$ cat src/rtl/hazard_ctrl.sv
//==============================================================================
// Module      : hazard_ctrl
// Description : Five-stage pipeline hazard unit: forwarding, load-use stall,
//               branch flush and multi-cycle EX wait with timeout.
// Revision    : 1.0
//==============================================================================
`default_nettype none

module hazard_ctrl #(
    parameter int MC_TIMEOUT = 64,
    parameter int CNT_W      = 16
) (
    input  logic             clk,
    input  logic             rst_n,
    input  logic [4:0]       readAddress1_ID,
    input  logic [4:0]       readAddress2_ID,
    input  logic [4:0]       readAddress1_EX,
    input  logic [4:0]       readAddress2_EX,
    input  logic [4:0]       writeAddress_EX,
    input  logic             regWrite_EX,
    input  logic [1:0]       resultSrc_EX,
    input  logic [4:0]       writeAddress_MEM,
    input  logic             regWrite_MEM,
    input  logic [4:0]       writeAddress_WB,
    input  logic             regWrite_WB,
    input  logic             PCSrc_EX,
    input  logic             mcStart_EX,
    input  logic             mcDone,
    output logic [1:0]       forwardA_EX,
    output logic [1:0]       forwardB_EX,
    output logic             stall_IF,
    output logic             stall_ID,
    output logic             stall_EX,
    output logic             flush_ID,
    output logic             flush_EX,
    output logic             flush_MEM,
    output logic             mcTimeout,
    output logic [CNT_W-1:0] stallCount
);

    localparam int                WCNT_W    = $clog2(MC_TIMEOUT);
    localparam logic [WCNT_W-1:0] WCNT_LAST = WCNT_W'(MC_TIMEOUT - 1);

    typedef enum logic [0:0] {
        ST_RUN    = 1'b0,
        ST_MCWAIT = 1'b1
    } state_t;

    state_t              state_q, state_d;
    logic [WCNT_W-1:0]   wait_cnt_q, wait_cnt_d;
    logic [CNT_W-1:0]    stall_cnt_q;
    logic                timeout_q, timeout_d;
    logic                load_haz;

    function automatic logic [1:0] fwd_sel(input logic [4:0] ra,
                                           input logic [4:0] wa_mem, input logic rw_mem,
                                           input logic [4:0] wa_wb,  input logic rw_wb);
        if (rw_mem && (wa_mem != 5'd0) && (wa_mem == ra))
            return 2'b10;
        else if (rw_wb && (wa_wb != 5'd0) && (wa_wb == ra))
            return 2'b01;
        else
            return 2'b00;
    endfunction

    assign forwardA_EX = fwd_sel(readAddress1_EX, writeAddress_MEM, regWrite_MEM,
                                 writeAddress_WB, regWrite_WB);
    assign forwardB_EX = fwd_sel(readAddress2_EX, writeAddress_MEM, regWrite_MEM,
                                 writeAddress_WB, regWrite_WB);

    assign load_haz = (resultSrc_EX == 2'b01) && regWrite_EX && (writeAddress_EX != 5'd0) &&
                      ((writeAddress_EX == readAddress1_ID) || (writeAddress_EX == readAddress2_ID));

    always_comb begin
        state_d    = state_q;
        wait_cnt_d = wait_cnt_q;
        timeout_d  = timeout_q;
        stall_IF   = 1'b0;
        stall_ID   = 1'b0;
        stall_EX   = 1'b0;
        flush_ID   = 1'b0;
        flush_EX   = 1'b0;
        flush_MEM  = 1'b0;
        case (state_q)
            ST_RUN: begin
                wait_cnt_d = '0;
                if (PCSrc_EX) begin
                    flush_ID = 1'b1;
                    flush_EX = 1'b1;
                end else if (mcStart_EX && !mcDone) begin
                    stall_IF   = 1'b1;
                    stall_ID   = 1'b1;
                    stall_EX   = 1'b1;
                    flush_MEM  = 1'b1;
                    state_d    = ST_MCWAIT;
                    wait_cnt_d = WCNT_W'(1);
                end else if (mcStart_EX && mcDone) begin
                    // Result is ready in the same cycle: EX completes normally.
                    state_d = ST_RUN;
                end else if (load_haz) begin
                    stall_IF = 1'b1;
                    stall_ID = 1'b1;
                    flush_EX = 1'b1;
                end
            end
            ST_MCWAIT: begin
                if (mcDone) begin
                    state_d    = ST_RUN;
                    wait_cnt_d = '0;
                end else if (wait_cnt_q == WCNT_LAST) begin
                    state_d    = ST_RUN;
                    wait_cnt_d = '0;
                    timeout_d  = 1'b1;
                end else begin
                    stall_IF   = 1'b1;
                    stall_ID   = 1'b1;
                    stall_EX   = 1'b1;
                    flush_MEM  = 1'b1;
                    wait_cnt_d = wait_cnt_q + WCNT_W'(1);
                end
            end
            default: begin
                state_d    = ST_RUN;
                wait_cnt_d = '0;
            end
        endcase
    end

    always_ff @(posedge clk or negedge rst_n) begin
        if (!rst_n) begin
            state_q     <= ST_RUN;
            wait_cnt_q  <= '0;
            timeout_q   <= 1'b0;
            stall_cnt_q <= '0;
        end else begin
            state_q    <= state_d;
            wait_cnt_q <= wait_cnt_d;
            timeout_q  <= timeout_d;
            if (stall_IF && !(&stall_cnt_q))
                stall_cnt_q <= stall_cnt_q + CNT_W'(1);
        end
    end

    assign mcTimeout  = timeout_q;
    assign stallCount = stall_cnt_q;

endmodule

`default_nettype wire

$ cat config.mk
export PLATFORM = sky130hd
export DESIGN_NAME = hazard_ctrl
export DESIGN_NICKNAME = d
export VERILOG_FILES = /design/src/rtl/hazard_ctrl.sv
export SDC_FILE = /design/constraint.sdc
export NUM_CORES = 1
export LEC_CHECK = 0
export BUFFER_PORTS_ARGS = -buffer_cell sky130_fd_sc_hd__buf_2
export CORE_MARGIN = 3
export CORE_UTILIZATION = 40
export DETAILED_ROUTE_END_ITERATION = 10
export PLACE_DENSITY = 0.75
export SYNTH_ARGS = -nofsm -noshare
export SYNTH_HDL_FRONTEND = slang
export SYNTH_SLANG_ARGS = --single-unit
$ cat constraint.sdc
create_clock -name clk -period 1.9 [get_ports clk]
set_input_delay 0.285 -clock clk [delete_from_list [all_inputs] [get_ports clk]]
set_output_delay 0.285 -clock clk [all_outputs]
set_load 0.01 [all_outputs]
Word-level counts from Yosys, hierarchy flattened
Cells that the tools add are included.
- register bits: 24
- input bits: 45
- word-level logic and storage cells: 60
- add/subtract/negate cells: 2
- equality and inequality tests: 8
- mux-type cells: 24
- bitwise operators: 2
- reduce and logical (&&, ||, !) cells: 20
- operator list (kind ; number):
    $eq A5 B5 Y1 ; 6
    $mux W1 ; 17
    $add A16 B1 Y16 const B ; 1
    $reduce_and A16 Y1 ; 1
    $reduce_bool A5 Y1 ; 3
    $logic_and A1 B1 Y1 ; 12
    $mux W6 ; 2
    $pmux W6 S2 ; 1
    $add A6 B1 Y6 const B ; 1
    $eq A6 B6 Y1 const B ; 1
    $mux W2 ; 2
    $pmux W1 S2 ; 2
    $reduce_and A3 Y1 ; 1
    $eq A2 B1 Y1 const B ; 1
    $logic_not A1 Y1 ; 2
    $not A1 Y1 ; 2
    $logic_or A1 B1 Y1 ; 1

Logic depth before layout (Yosys ltp)
- depth in word-level cells: 10
- mapped depth: 8
- gate-level depth less buffers: 7

Least setup slack after synthesis
OpenSTA, ideal clock, no wires.
- path type: register to register
- from: reg stall_cnt_q[0], in the netlist stallCount[0]
- to: reg stall_cnt_q[1], in the netlist stallCount[1]
- arrival time: 1.789 ns
- setup slack: -0.017 ns
- cell stages (with the launch flop): 8
- path buffers: 1
- clock period less this slack: 1.917 ns
- cells stage by stage: dfrtp_1 ha_1 nand3_1 nor4_2 a221o_1 o21a_4 buf_8 mux2_1
- word-level cells in the longest chain between the ends: 3
- ends and longest elaborated chain (item ; RTL line ; RTL):
    from (decl) ; 51 ; logic [CNT_W-1:0] stall_cnt_q;
    from (signal assigned) ; 140 ; stall_cnt_q <= stall_cnt_q + CNT_W'(1);
    parallel branches: the longest is 3 deep, another holds $add A16 B1 Y16 ; - ;
Several ways; the timed one is not identified.
A chain may end at the register's enable or synchronous reset.

Worst setup path after layout
- from: reg stall_cnt_q[1], in the netlist stallCount[1]
- to: reg stall_cnt_q[1], in the netlist stallCount[1]
Same word-level chain as after synthesis.

==> flow_summary_export.csv <==
group,metric,value,unit
outcome,outcome,"complete, but fails checks",
outcome,violations,"negative hold slack",
logic_synthesis,synth_xor_area_share,25.5,%
logic_synthesis,ys_warn_count,0,
place,place_ws,-82.2,ps
sta,slew_headroom,64.8,%
grt,grt_pass1_vias,1501,
critical_path,critPathCaptureType,"flop",
critical_path,startpoint,"stallCount[1]$_DFFE_PN0P_",
layout,n_antenna_cell,0,
power_and_ir_drop,peakVddDrop,645,uV
critical_path,start_kind,"flop",
cts,clock_latency,270,ps
critical_path,crit_required,2060,ps
logic_synthesis,synthSimpleGateAreaFrac,23.4,%
sta,worstMarginPinSlew,528,ps
min_path,hold_path_class,"primary input to asynchronous set/reset pin",
cts,cts_made_buffers,3,
cts,clkSlewWorstSetupHoldPaths,90,ps
grt,grt_overflow_total,0,
layout,seq_area,603,um^2
cts,cts_tree,"yes",
cts,cts_root_buf,"clkbuf_8",
place,dp_hpwl,3150,um
grt,grt_pass1_wl,6700,um
sta,finalHoldViolCount,24,
logic_synthesis,synth_cell_type_count,39,
logic_synthesis,synthMuxAreaShare,1.32,%
grt,grtUsageTotal,16.6,%
logic_synthesis,ys_seq_elements,24,
sta,clock_skew,4.96,ps
layout,final_util,62.9,%
sta,worst_slack,28.5,ps
logic_synthesis,synthAdderAreaFrac,1.55,%
logic_synthesis,synth_cells,166,
drt,drc_errors,0,
drt,firstDrtPassIters,4,
cts,cts.hold.buffers_added,0,
floorplan,dieArea,0.00483,mm^2
drt,wl,4230,um
drt,routedWlPerCell,13.7,um
drt,vias_per_cell,5.02,
critical_path,worstReg2RegEnd,"stallCount[1]$_DFFE_PN0P_",
logic_synthesis,ys_seq_area_share,37.3,%
logic_synthesis,synth_area,0.00161,mm^2
floorplan,ios,72,
power_and_ir_drop,powerDensity,754,mW/mm^2
sta,finalSetupTns,0,ps
critical_path,ff2ff_path_depth,6,
cts,clock_path_buffers,2,
logic_synthesis,postSynthAreaPerCell,9.71,um^2
logic_synthesis,synth_top_family_by_area,"XOR/XNOR gates",
floorplan,chipWidth,69.5,um
critical_path,rrSetupSlack,30,ps
sta,min_period,1870,ps
sta,rsz0062_at_grt,"yes",
cts,htreeDepth,1,
grt,antenna_found_initial,0,
layout,syn_to_final_growth,47.3,%
sta,holdWs,-20.8,ps
logic_synthesis,synth_compound_area_share,7.38,%
logic_synthesis,synth_nets,213,
power_and_ir_drop,leakage,1.10,nW
cts,clock_sinks,24,
place,io_buffers,71,
critical_path,worstPathArrival,2030,ps
floorplan,core,0.00377,mm^2
sta,setup_viol_count_final,0,
drt,vias,1550,
critical_path,r2r-start,"stallCount[1]$_DFFE_PN0P_",
drt,initialDrtViolationCount,35,
layout,drive_gt1_share,48.7,%
critical_path,path_max_fanout,15,
layout,nFillCells,341,
floorplan,start_util,42.7,%
sta,final.period_utilization,98.5,%
job,cap_violations,0,
floorplan,core.rowCount,22,
sta,slew_viol_final,0,
layout,multi_input_area,0.00107,mm^2
floorplan,die_height,69.5,um
critical_path,crit_end,"stallCount[1]$_DFFE_PN0P_",
grt,grt_max_degree,25,
sta,fmax,0.534,GHz
place,finalWeightedCongestion,0.945,
critical_path,setup.worst_path.class,"flop to flop",
layout,nNetsFinal,309,
drt,drtAntennaViolNets,0,
## layout make-up
class	instances	area share [%]
Sequential cell	24	25.4
Clock inverter	1	1.27
Inverter	7	1.11
Clock buffer	3	1.74
Multi-Input combinational cell	132	45.0
Tap cell	48	2.53
Timing Repair Buffer	94	22.9
## kinds of logic (layout without fill, tap and decap cells)
kind of cell | count (synthesis) | in the layout
and+or+nand+nor | 65 | 65
xor gates and xnor gates | 47 | 47
DFF | 24 | 24
AOI/OAI and AO/OA | 16 | 16
buffers and inverters | 10 | 105
adders and majority gates | 2 | 2
muxes | 2 | 2
## cell usage in the layout (no fill, tap or decap), types with 3 or more instances in the layout
cell type	count
buf_2	69
xor2_1	35
dfrtp_1	22
buf_4	22
nor2_1	16
xnor2_1	12
inv_1	7
nand2_1	7
nand3_1	6
nor4_2	4
nor3_1	4
nor3_2	4
or4_1	3
nor4_1	3
o21ai_0	3
clkbuf_8	3
buf_6	3
## cells in the mapped netlist
master / count / area (um^2)
xor2_1: 35 / 307
dfrtp_1: 24 / 601
nor2_1: 17 / 63.8
xnor2_1: 12 / 105
nand2_1: 8 / 30.0
inv_1: 7 / 26.3
nand3_1: 7 / 35.0
nor4_1: 7 / 43.8
o21ai_0: 5 / 25.0
nor3_1: 4 / 20.0
nor3_2: 4 / 40.0
or4_1: 4 / 30.0
a21oi_1: 2 / 10.0
and3_1: 2 / 12.5
buf_4: 2 / 15.0
ha_1: 2 / 25.0
nand2b_1: 2 / 12.5
a21o_1: 1 / 7.51
a221o_1: 1 / 10.0
a22oi_1: 1 / 7.51
and2_1: 1 / 6.26
and4bb_2: 1 / 12.5
buf_8: 1 / 15.0
mux2_1: 1 / 11.3
mux2i_1: 1 / 10.0
nand3_2: 1 / 10.0
nand4_1: 1 / 6.26
nand4_2: 1 / 12.5
nor2b_1: 1 / 6.26
nor4_2: 1 / 12.5
o211ai_2: 1 / 12.5
o21a_1: 1 / 7.51
o21a_4: 1 / 15.0
o21bai_1: 1 / 7.51
o31a_1: 1 / 8.76
o31ai_1: 1 / 7.51
or2_2: 1 / 6.26
or3_1: 1 / 6.26
or4_4: 1 / 11.3
## stage by stage
step                total power [mW]  instance area (um^2)  cells
detailed placement              1.25                  2130    300
global route                    1.91                  2370    309
floorplan                      0.969                  1610    166
global placement                1.23                  2130    300
finish                          1.79                  2370    309
CTS                             1.74                  2280    306
## where the power goes
group	internal [mW]	switching, mW	leakage (nW)	total (mW)
clock network	0.282	0.173	0.0357	0.455
registers	0.599	0.124	0.287	0.723
logic	0.305	0.307	0.774	0.613
total	1.19	0.604	1.10	1.79
## worst max-delay path, cell delays in order, from the launching register on
cell and delay [ps]:
dfrtp_1 440, ha_4 180, nand3_4 100, nor4_4 240
a221o_1 220, o21a_4 250, mux2_1 340
## per-layer routing
layer | wire [um] | global-route usage (%) | vias up
met4 | 17 | 1.30 | 0
met1 | 1760 | 19.9 | 736
met5 | 0 | 0 | -
met3 | 254 | 4.35 | 3
li1 | - | - | 759
met2 | 2190 | 30.6 | 52
## registers in the layout, summed over array words and instances, names as in the netlist
name and flops:
mcTimeout 1, stallCount 16, wait_cnt_q 6, state_q 1
## what timing repair did
item | CTS | global route
endpoints found under the setup margin | 9 | 20
setup buffers | 2 | 3
gates cloned | 0 | 0
pin swaps | 1 | 6
resized for setup | 12 | 16
## worst min-delay path by stage
stage | cells past startpoint | from | to | slack [ps]
floorplan | 0 | rst_n | mcTimeout$_DFFE_PN0P_ | -10
CTS | 1 | rst_n | stallCount[4]$_DFFE_PN0P_ | 0.6
finish | 1 | rst_n | stallCount[4]$_DFFE_PN0P_ | -20
detailed placement | 1 | rst_n | stallCount[2]$_DFFE_PN0P_ | 300
global placement | 1 | rst_n | stallCount[1]$_DFFE_PN0P_ | 300
global route | 1 | rst_n | stallCount[2]$_DFFE_PN0P_ | 10
Power figures use the tool's default switching activity.
